==> src/rtl/decoded_instr_queue_if.sv <==
// Decode-to-issue queue bundle: 2-wide push side, 1-wide show-ahead pop side, flush and status.
// Latency: none, this is only a wire bundle.
// Backpressure: ready_o (>=2 free slots) goes to decode; valid_o/pop_i handshake goes to issue.
interface decoded_instr_queue_if #(
  parameter int DATA_W = 128,
  parameter int DEPTH  = 8
);
  localparam int CNT_W = $clog2(DEPTH) + 1;

  logic              flush_i;
  logic              ready_o;
  logic              push1_i;
  logic [DATA_W-1:0] data1_i;
  logic              push2_i;
  logic [DATA_W-1:0] data2_i;
  logic              valid_o;
  logic [DATA_W-1:0] data_o;
  logic              pop_i;
  logic [CNT_W-1:0]  count_o;

  // Decoder / issue / flush-controller side.
  modport master (
    output flush_i, push1_i, data1_i, push2_i, data2_i, pop_i,
    input  ready_o, valid_o, data_o, count_o
  );

  // Queue side.
  modport slave (
    input  flush_i, push1_i, data1_i, push2_i, data2_i, pop_i,
    output ready_o, valid_o, data_o, count_o
  );
endinterface

==> src/rtl/decoded_instr_queue.sv <==
// Circular decoded-instruction queue: up to 2 in-order pushes per cycle, 1 show-ahead pop per cycle.
// Latency: a pushed entry is visible on data_o one cycle after the push; no same-cycle bypass.
// Backpressure: ready_o needs >=2 free slots in the registered count; same-cycle pops give no credit.
module decoded_instr_queue #(
  parameter int DATA_W = 128,
  parameter int DEPTH  = 8
) (
  input  logic                 clk,
  input  logic                 rst,
  decoded_instr_queue_if.slave q
);
  localparam int PTR_W = $clog2(DEPTH);
  localparam int CNT_W = PTR_W + 1;

  // Pointer wrap relies on dropping the carry, so DEPTH has to be a power of two.
  if (DEPTH < 4 || (DEPTH & (DEPTH - 1)) != 0) begin : g_bad_depth
    $error("decoded_instr_queue: DEPTH must be a power of two and at least 4");
  end

  logic [DATA_W-1:0] mem [DEPTH];
  logic [PTR_W-1:0]  head;
  logic [PTR_W-1:0]  tail;
  logic [PTR_W-1:0]  tail_p1;
  logic [CNT_W-1:0]  count;
  logic [CNT_W-1:0]  count_next;
  logic              ready;
  logic              acc1;
  logic              acc2;
  logic              accp;

  // Accept decisions; ready and valid come only from the registered count.
  always_comb begin
    ready      = (count <= CNT_W'(DEPTH - 2));
    acc1       = q.push1_i & ready & ~q.flush_i;
    acc2       = q.push2_i & q.push1_i & ready & ~q.flush_i;
    accp       = q.pop_i & (count != '0) & ~q.flush_i;
    tail_p1    = tail + PTR_W'(1);
    count_next = count + CNT_W'(acc1) + CNT_W'(acc2) - CNT_W'(accp);
  end

  // Pointers and occupancy; reset and flush both collapse the queue to empty.
  always_ff @(posedge clk) begin
    if (rst || q.flush_i) begin
      head  <= '0;
      tail  <= '0;
      count <= '0;
    end else begin
      if (accp) begin
        head <= head + PTR_W'(1);
      end
      tail  <= tail + PTR_W'(acc1) + PTR_W'(acc2);
      count <= count_next;
    end
  end

  // Payload storage: older instruction at tail, younger at tail+1 (wraps naturally).
  always_ff @(posedge clk) begin
    if (acc1) begin
      mem[tail] <= q.data1_i;
    end
    if (acc2) begin
      mem[tail_p1] <= q.data2_i;
    end
  end

  assign q.ready_o = ready;
  assign q.valid_o = (count != '0);
  assign q.data_o  = mem[head];
  assign q.count_o = count;
endmodule

==> src/flat_wrapper.sv <==
// flat-port wrapper written by rule: the top's interface ports become plain ports
module decoded_instr_queue_flat 
#(
  parameter int DATA_W = 128,
  parameter int DEPTH  = 8
)
  (clk, rst, q_flush_i, q_push1_i, q_data1_i, q_push2_i, q_data2_i, q_pop_i, q_ready_o, q_valid_o, q_data_o, q_count_o);
  decoded_instr_queue_if #(.DATA_W(DATA_W), .DEPTH(DEPTH)) q_i ();
  input  logic clk;
  input  logic rst;
  input wire logic [$bits(q_i.flush_i)-1:0] q_flush_i;
  input wire logic [$bits(q_i.push1_i)-1:0] q_push1_i;
  input wire logic [$bits(q_i.data1_i)-1:0] q_data1_i;
  input wire logic [$bits(q_i.push2_i)-1:0] q_push2_i;
  input wire logic [$bits(q_i.data2_i)-1:0] q_data2_i;
  input wire logic [$bits(q_i.pop_i)-1:0] q_pop_i;
  output wire logic [$bits(q_i.ready_o)-1:0] q_ready_o;
  output wire logic [$bits(q_i.valid_o)-1:0] q_valid_o;
  output wire logic [$bits(q_i.data_o)-1:0] q_data_o;
  output wire logic [$bits(q_i.count_o)-1:0] q_count_o;
  assign q_i.flush_i = q_flush_i;
  assign q_i.push1_i = q_push1_i;
  assign q_i.data1_i = q_data1_i;
  assign q_i.push2_i = q_push2_i;
  assign q_i.data2_i = q_data2_i;
  assign q_i.pop_i = q_pop_i;
  assign q_ready_o = q_i.ready_o;
  assign q_valid_o = q_i.valid_o;
  assign q_data_o = q_i.data_o;
  assign q_count_o = q_i.count_o;
  decoded_instr_queue #(.DATA_W(DATA_W), .DEPTH(DEPTH)) u_core (.clk(clk), .rst(rst), .q(q_i));
endmodule
==> config.mk <==
export PLATFORM = sky130hd
export DESIGN_NAME = decoded_instr_queue_flat
export DESIGN_NICKNAME = d
export VERILOG_FILES = /design/src/rtl/decoded_instr_queue_if.sv /design/src/rtl/decoded_instr_queue.sv /design/src/flat_wrapper.sv
export SDC_FILE = /design/constraint.sdc
export NUM_CORES = 1
export LEC_CHECK = 0
export BUFFER_PORTS_ARGS = -buffer_cell sky130_fd_sc_hd__buf_2
export CORE_ASPECT_RATIO = 1.1
export CORE_MARGIN = 2
export CORE_UTILIZATION = 46
export CTS_CLUSTER_DIAMETER = 50
export DETAILED_ROUTE_END_ITERATION = 6
export GPL_TIMING_DRIVEN = 1
export HOLD_SLACK_MARGIN = 0.08
export PLACE_DENSITY_LB_ADDON = 0.05
export SYNTH_ARGS = -nofsm -noshare
export SYNTH_HDL_FRONTEND = slang
export SYNTH_SLANG_ARGS = --single-unit
==> constraint.sdc <==
create_clock -name clk -period 11.2 [get_ports clk]
set_clock_uncertainty 0.1 [all_clocks]
set_input_delay 1.68 -clock clk [delete_from_list [all_inputs] [get_ports clk]]
set_output_delay 1.68 -clock clk [all_outputs]
set_load 0.01 [all_outputs]
Yosys cells after proc, flatten, opt, wreduce, memory -nomap -nowiden
Memories as Yosys holds them, arrays and structs flattened. A register that Yosys moved wholly into a read port is not among the register bits.
Index checks and enable logic that the tools add are counted.

storage, ports and cells
  flip-flop bits (word level) = 10
  memory bits (writable) = 1024
  input bits = 262
  output and inout port bits = 134
  word-level logic and storage cells = 28
  memories kept = 1

operators by class
  $add $sub $neg = 7
  $lt $le $gt $ge = 1
  multiplexer cells = 6
  bitwise operators = 8
  reduce and logical (&&, ||, !) cells = 2

memory list
  memory      words  width  rd ports  clocked after Yosys merged registers in  wr ports  RTL line                   text
  u_core.mem  8      128    1         1                                        2         decoded_instr_queue.sv:20  logic [DATA_W-1:0] mem [DEPTH];

operator list
  kind                                                            count
  adder 4 x 1 -> 4 bit                                            2
  bitwise AND 1 bit                                               7
  adder 3 x 1 -> 3 bit                                            2
  adder 3 x 1 -> 3 bit, second input constant                     2
  two-way mux 3 bit                                               2
  less-or-equal comparator 4 x 3 -> 1 bit, second input constant  1
  two-way mux 1 bit                                               4
  nonzero test 4 bit                                              1
  subtractor 4 x 1 -> 4 bit                                       1
  logical OR 1 bit                                                1
  inverter 1 bit                                                  1

Depth between registers and ports, before layout
Gate-level depths: netlist (run 1).

  word-level depth = 6
  depth in mapped cells = 13
  depth with buffers taken out = 12

Worst setup path before layout (run 1)
OpenSTA, ideal clock, no wires.

  path kind = input-to-reg
  from = in q_push1_i
  to = mem u_core.mem[1][0] (enable)
  setup time = 0.658 ns
  arrival = 8.382 ns
  required time = 10.442 ns
  path slack = 2.061 ns
  stages = 5
  path buffers = 1
  path through = nor2b_1 -> and3_4 -> inv_4 -> buf_6 -> a21oi_1

RTL lines
  what             RTL line                   text
  start, declared  flat_wrapper.sv:12         input wire logic [$bits(q_i.push1_i)-1:0] q_push1_i;
  end, declared    decoded_instr_queue.sv:20

==> results.md, run 1 <==
* Placer Congestion at 0.7954
* Clock latency on the worst-skew pair at 0.76 ns
* GR Util All Layers at 25.06%
* Via count at 28,373
* Largest cells by area after synthesis: edfxtp_1 (58%), mux2_2 (20%), mux4_2 (11%), mux2_4 (5.7%), buf_12 (1.3%)
* Seq/Total Area, Yosys at 58.88%
* Crit path largest cell delay at 0.98 ns
* Worst Hold Class: reg -> reg
* CP Capture Type: output pin
* Post-DRT Antenna Nets at 0
* # DRC at 0
* WL final at 145.9 mm
* CP max-delay cell: dfxtp_4
* Area of the multi-input gates at 0.02023 mm2
* Hold WS at 0.3949 ns
* Pleak at 19.99 nW
* Hold_buf cts at 0
* Final min period at 6.021 ns
* Top post-synthesis cells by count: edfxtp_1 (1,024), mux2_2 (926), mux4_2 (256), mux2_4 (200), buf_2 (79)
* Area growth, synth to finish at 14.11%
* Post-synth EDFFs at 1,024
* CTS clock-pin slew for the worst setup and hold paths at 0.06 ns
* Full die area at 0.1172 mm2
* Instance count of the mapped netlist at 2,728
* Slew headroom at 16.64%
* Detailed Place HPWL at 75.72 mm
* Worst-case vdd ir drop at 130.8 uV
* Fmax at 166.1 MHz
* Congestion Overflow GR at 0
* Number of detailed-route iterations in the first pass at 5
* Longest Clk Path Bufs at 3
* Register Area at 0.03102 mm2
* # rows at 130
* PD cells at 154.6 mW/mm2
* Synth area leader: edfxtp_1
* Initial antenna violation count at 62
* Root buffer cell: clkbuf_16
* Vias per inst at 5.938
* Warnings, synthesis at 0
* WP buf/inv at 3
* TNS Setup at 0 ns
* Layout cell share with drive strength beyond 1 at 63.56%
* Vias in the first global route at 30,845
* Critical Path RT at 9.42 ns
* Slew @ Worst Pin at 1.250 ns
* Port Buffer Count at 395
* CP Cell Sequence: buf_4 > buf_4 > mux4_2 > mux2_2 > buf_2
* Async set-reset flop share out of synthesis at 0%
* Share of the synthesized area in the top cell type at 58.38%
* # setup viols final at 0
* Register bit total from synthesis at 1,037
* WL/cell at 30.53 um
* First-pass GRT wire length at 214.0 mm
* CTS Sinks at 1,037
* Num ports at 396
* Crit-path max FO at 42
* Final hold vios at 0
* Final max-slew violation count at 0
* Final Core Density at 52.78%
* Cell with the most instances after synthesis: edfxtp_1
* Die height at 358.9 um
* FILL cells at 9,196
* CP most frequent cell: buf_4
* Critical path type: reg -> out
* RSZ-0062 raised after global routing: no
* Post-CTS setup buffers at 0
* Design Area, Final at 0.06010 mm2
* Pin count of the biggest net entering global routing at 135
* Die width at 326.6 um
* Cell Area, Synth at 0.05267 mm2
* TritonCTS clock tree: yes
* Maxcap violations at 0
* Starting DRT DRC Count at 2,366
* Top_reg_cell synth: edfxtp_1
* Post-CTS sizing at 0
* Mapped Nets at 3,001
* Syn Area/Cell at 19.31 um2
* Critical Path AT at 4.24 ns
* Crit share post-route at 53.76%
* H-tree depth at 4
* Nets at 3,396
* Outcome: complete, no violations
* Starting Density at 46.26%
* Startpoint Class: flip-flop
* Cell variety after synth at 43
* Placed Area at 0.05566 mm2
* Core area at 0.1139 mm2
* CTS Buf Count at 136
* Largest delay share family, worst path: buffers and inverters
flip-flops by register name, indices dropped and copies added (netlist names), named ones only:
signal            cells
u_core.head           3
u_core.tail           3
u_core.q.count_o      4
u_core.mem         1024
layout make-up:
cell class	count	area share, %
diodes	30	0.1249
clock buffers	168	6.108
clock inverters	77	1.151
inverters	10	0.06662
multi-input cells	1492	33.66
flip-flops and latches	1037	51.62
well taps	1518	3.160
repair buffers	446	4.114
cells by family (layout without fill, tap and decap cells):
kind of cell	after synthesis	in the layout	synth area share [%]
adders and majority gates	11	11	0.3041
xor gates and xnor gates	6	6	0.1283
DFF	1037	1037	58.88
and+or+nand+nor	54	54	0.6153
AOI/OAI and AO/OA	13	13	0.1425
other	0	30	0
muxes	1408	1408	37.00
buffers and inverters	199	701	2.931
per-stage QoR:
step                setup slack [ns]  power, mW  cells
floorplan                      2.061      4.870   2728
global placement               5.776      5.112   4503
detailed placement             5.775      5.138   4503
CTS                            4.957      9.388   4748
global route                   4.790      9.588   4769
finish                         5.179      9.293   4778
per-layer routing:
layer	global-route usage [%]	vias up	wire length [um]
met2	41.09	772	72180
met3	5.584	259	8837
met5	0	-	299
met1	32.91	15210	60860
met4	8.725	46	3695
li1	-	12086	-
tightest hold or removal path: cells and delay by family (launching register included):
family             cells  cell delay (ns)
AOI/OAI and AO/OA      1             0.08
DFF                    1             0.31
and+or+nand+nor        1             0.05
path summary, 6_finish.rpt:
check,start,endpoint,slack [ns],cells past startpoint
hold reg to reg,u_core.head[1],flip-flop,0.39,2
setup reg to reg,u_core.tail[0],u_core.mem[4][96],6.83,7
setup / recovery,flip-flop,q_data_o[46],5.18,5
hold / removal,u_core.head[1],flip-flop,0.39,2
report_power, final:
part	switching [mW]	internal [mW]
registers	0.0207	4.34
logic	0.342	0.350
clock network	1.68	2.56
cells in the final DEF (no fill, tap or decap), types with 24 or more instances in the layout:
cell | netlist | routed
buf_2 | 79 | 395
buf_4 | 16 | 42
clkbuf_1 | 44 | 24
clkbuf_16 | 0 | 142
clkinv_2 | 0 | 25
diode_2 | 0 | 30
edfxtp_1 | 1024 | 1024
mux2_1 | 26 | 26
mux2_2 | 926 | 926
mux2_4 | 200 | 200
mux4_2 | 256 | 256
Note: power is estimated with default switching activity, not from simulation.
==> run 2: changes to the inputs <==
==> constraint.sdc (replaced) <==
create_clock -name clk -period 6.3 [get_ports clk]
set_clock_uncertainty 0.1 [all_clocks]
set_input_delay 0.945 -clock clk [delete_from_list [all_inputs] [get_ports clk]]
set_output_delay 0.945 -clock clk [all_outputs]
set_load 0.01 [all_outputs]
==> results.md, run 2 (same netlist as run 1, synthesis figures left out) <==
* Sw Ratio at 21.49%
* Port Buffer Count at 395
* Detailed Place HPWL at 73.27 mm
* Final max-slew violation count at 0
* Nets at 3,391
* Final min period at 4.402 ns
* Full die area at 0.1172 mm2
* Int Power at 12.95 mW
* First-pass GRT wire length at 209.2 mm
* Slew @ Worst Pin at 1.217 ns
* # rows at 130
* H-tree depth at 4
* Commonest non-fill, non-tap cell in the layout: edfxtp_1
* Hold WS at 0.3786 ns
* Crit share post-route at 69.87%
* Layout cell share with drive strength beyond 1 at 63.54%
* Placed insts at 4,499
* GR Util All Layers at 24.52%
* CTS clock-pin slew for the worst setup and hold paths at 0.05 ns
* Starting Density at 46.26%
* Placer Congestion at 0.7995
* Congestion Overflow GR at 0
* Vias in the first global route at 30,732
* CTS Sinks at 1,037
* FILL cells at 9,178
* Critical path type: reg -> out
* Placed Area at 0.05586 mm2
* Fmax at 227.2 MHz
* CTS Buf Count at 135
* TNS Setup at 0 ns
* Slew headroom at 18.84%
* RSZ-0062 raised after global routing: no
* Initial antenna violation count at 65
* Worst-case vdd ir drop at 221.0 uV
* Critical Path AT at 3.36 ns
* Max reg flops at 1,024
* Clock latency on the worst-skew pair at 0.72 ns
* TritonCTS clock tree: yes
* Crit-path max FO at 37
* Starting DRT DRC Count at 2,030
* Post-DRT Antenna Nets at 0
* Final WS setup at 1.898 ns
* Psw at 3.546 mW
* Power share of the clock group at 45.5%
* Worst slack, placed at 2.340 ns
* Design Area, Final at 0.06030 mm2
* Part of the power in registers at 47.0%
* Comb power frac at 7.5%
* Area growth, synth to finish at 14.49%
* WL/cell at 30.16 um
* Final hold vios at 0
* Die height at 358.9 um
* Critical Path RT at 5.25 ns
* Maxcap violations at 0
* CP Capture Type: output pin
* Pin count of the biggest net entering global routing at 110
* Via count at 28,333
* Pleak at 20.01 nW
* Startpoint Class: flip-flop
* Commonest non-fill, non-tap cells in the layout: edfxtp_1 (1,024), mux2_2 (926), buf_2 (395)
* # DRC at 0
* Post-CTS setup buffers at 0
* Num ports at 396
* Post-CTS sizing at 0
* Vias per inst at 5.942
* Largest Register: u_core.mem
* PD cells at 273.6 mW/mm2
* # setup viols final at 0
* Die width at 326.6 um
* Root buffer cell: clkbuf_16
* WL final at 143.8 mm
* Longest Clk Path Bufs at 3
* Worst Hold Class: reg -> reg
* Outcome: complete, no violations
* Number of detailed-route iterations in the first pass at 7
* Post-route insts no fill at 4,768
* Hold_buf cts at 0
* Core area at 0.1139 mm2
run 2: changes by cell type in the layout (fill, tap and decap cells not counted):
cell	change
clkinv_8	-1
clkinv_1	+3
clkinv_4	-3
buf_4	-22
clkinvlp_4	+8
bufinv_16	+1
inv_8	-1
clkbuf_8	-2
buf_12	+18
clkbuf_16	+3
clkbuf_1	-5
clkinv_2	+2
inv_6	-8
diode_2	-3
run 2: cell type report:
type	count	area, um2	area share (%)
Clock buffer	164	3700	6.135
Sequential cell	1037	31020	51.44
Tap cell	1518	1899	3.150
Clock inverter	78	679.4	1.127
Multi-Input combinational cell	1492	20230	33.54
Antenna cell	27	67.56	0.1120
Timing Repair Buffer	442	2668	4.424
Inverter	10	40.04	0.06640
run 2: critical path, cell delays in order, from the launching register on:
cell	delay (ns)
dfxtp_4	0.94
buf_4	0.62
mux4_2	0.58
mux2_2	0.31
buf_2	0.15
run 2: final timing paths:
kind                       start           endpoint  slack, ns  cells after the start
setup reg to reg  u_core.tail[0]  u_core.mem[0][79]       2.40                      6
setup / recovery       flip-flop        q_data_o[4]       1.90                      4
hold reg to reg   u_core.head[1]          flip-flop       0.38                      2
hold / removal    u_core.head[1]          flip-flop       0.38                      2
run 2: per-layer routing:
layer / up-vias / share of wire [%] / GRT usage, % / wire (um)
li1: 12086 / - / - / -
met5: - / 0.22 / 0 / 319
met3: 264 / 6.3 / 6.113 / 9066
met1: 15135 / 41 / 31.61 / 59110
met4: 52 / 2.3 / 7.411 / 3262
met2: 796 / 50 / 40.90 / 72070
run 2: power by group through the flow:
stage                     combinational, mW  sequential, mW  clock [mW]
after floorplan                       0.757            7.90           0
after global placement                 1.20            7.89           0
after detailed placement               1.24            7.89           0
after CTS                              1.25            7.75        7.67
after global routing                   1.34            7.76        7.93
final                                  1.24            7.75        7.51
run 2: through the flow:
stage	total power, mW	utilization, %
2_1_floorplan	8.657	-
3_3_place_gp	9.083	49.06
3_5_place_dp	9.132	49.06
4_1_cts	16.67	52.90
5_1_grt	17.03	52.94
6_report	16.50	52.96
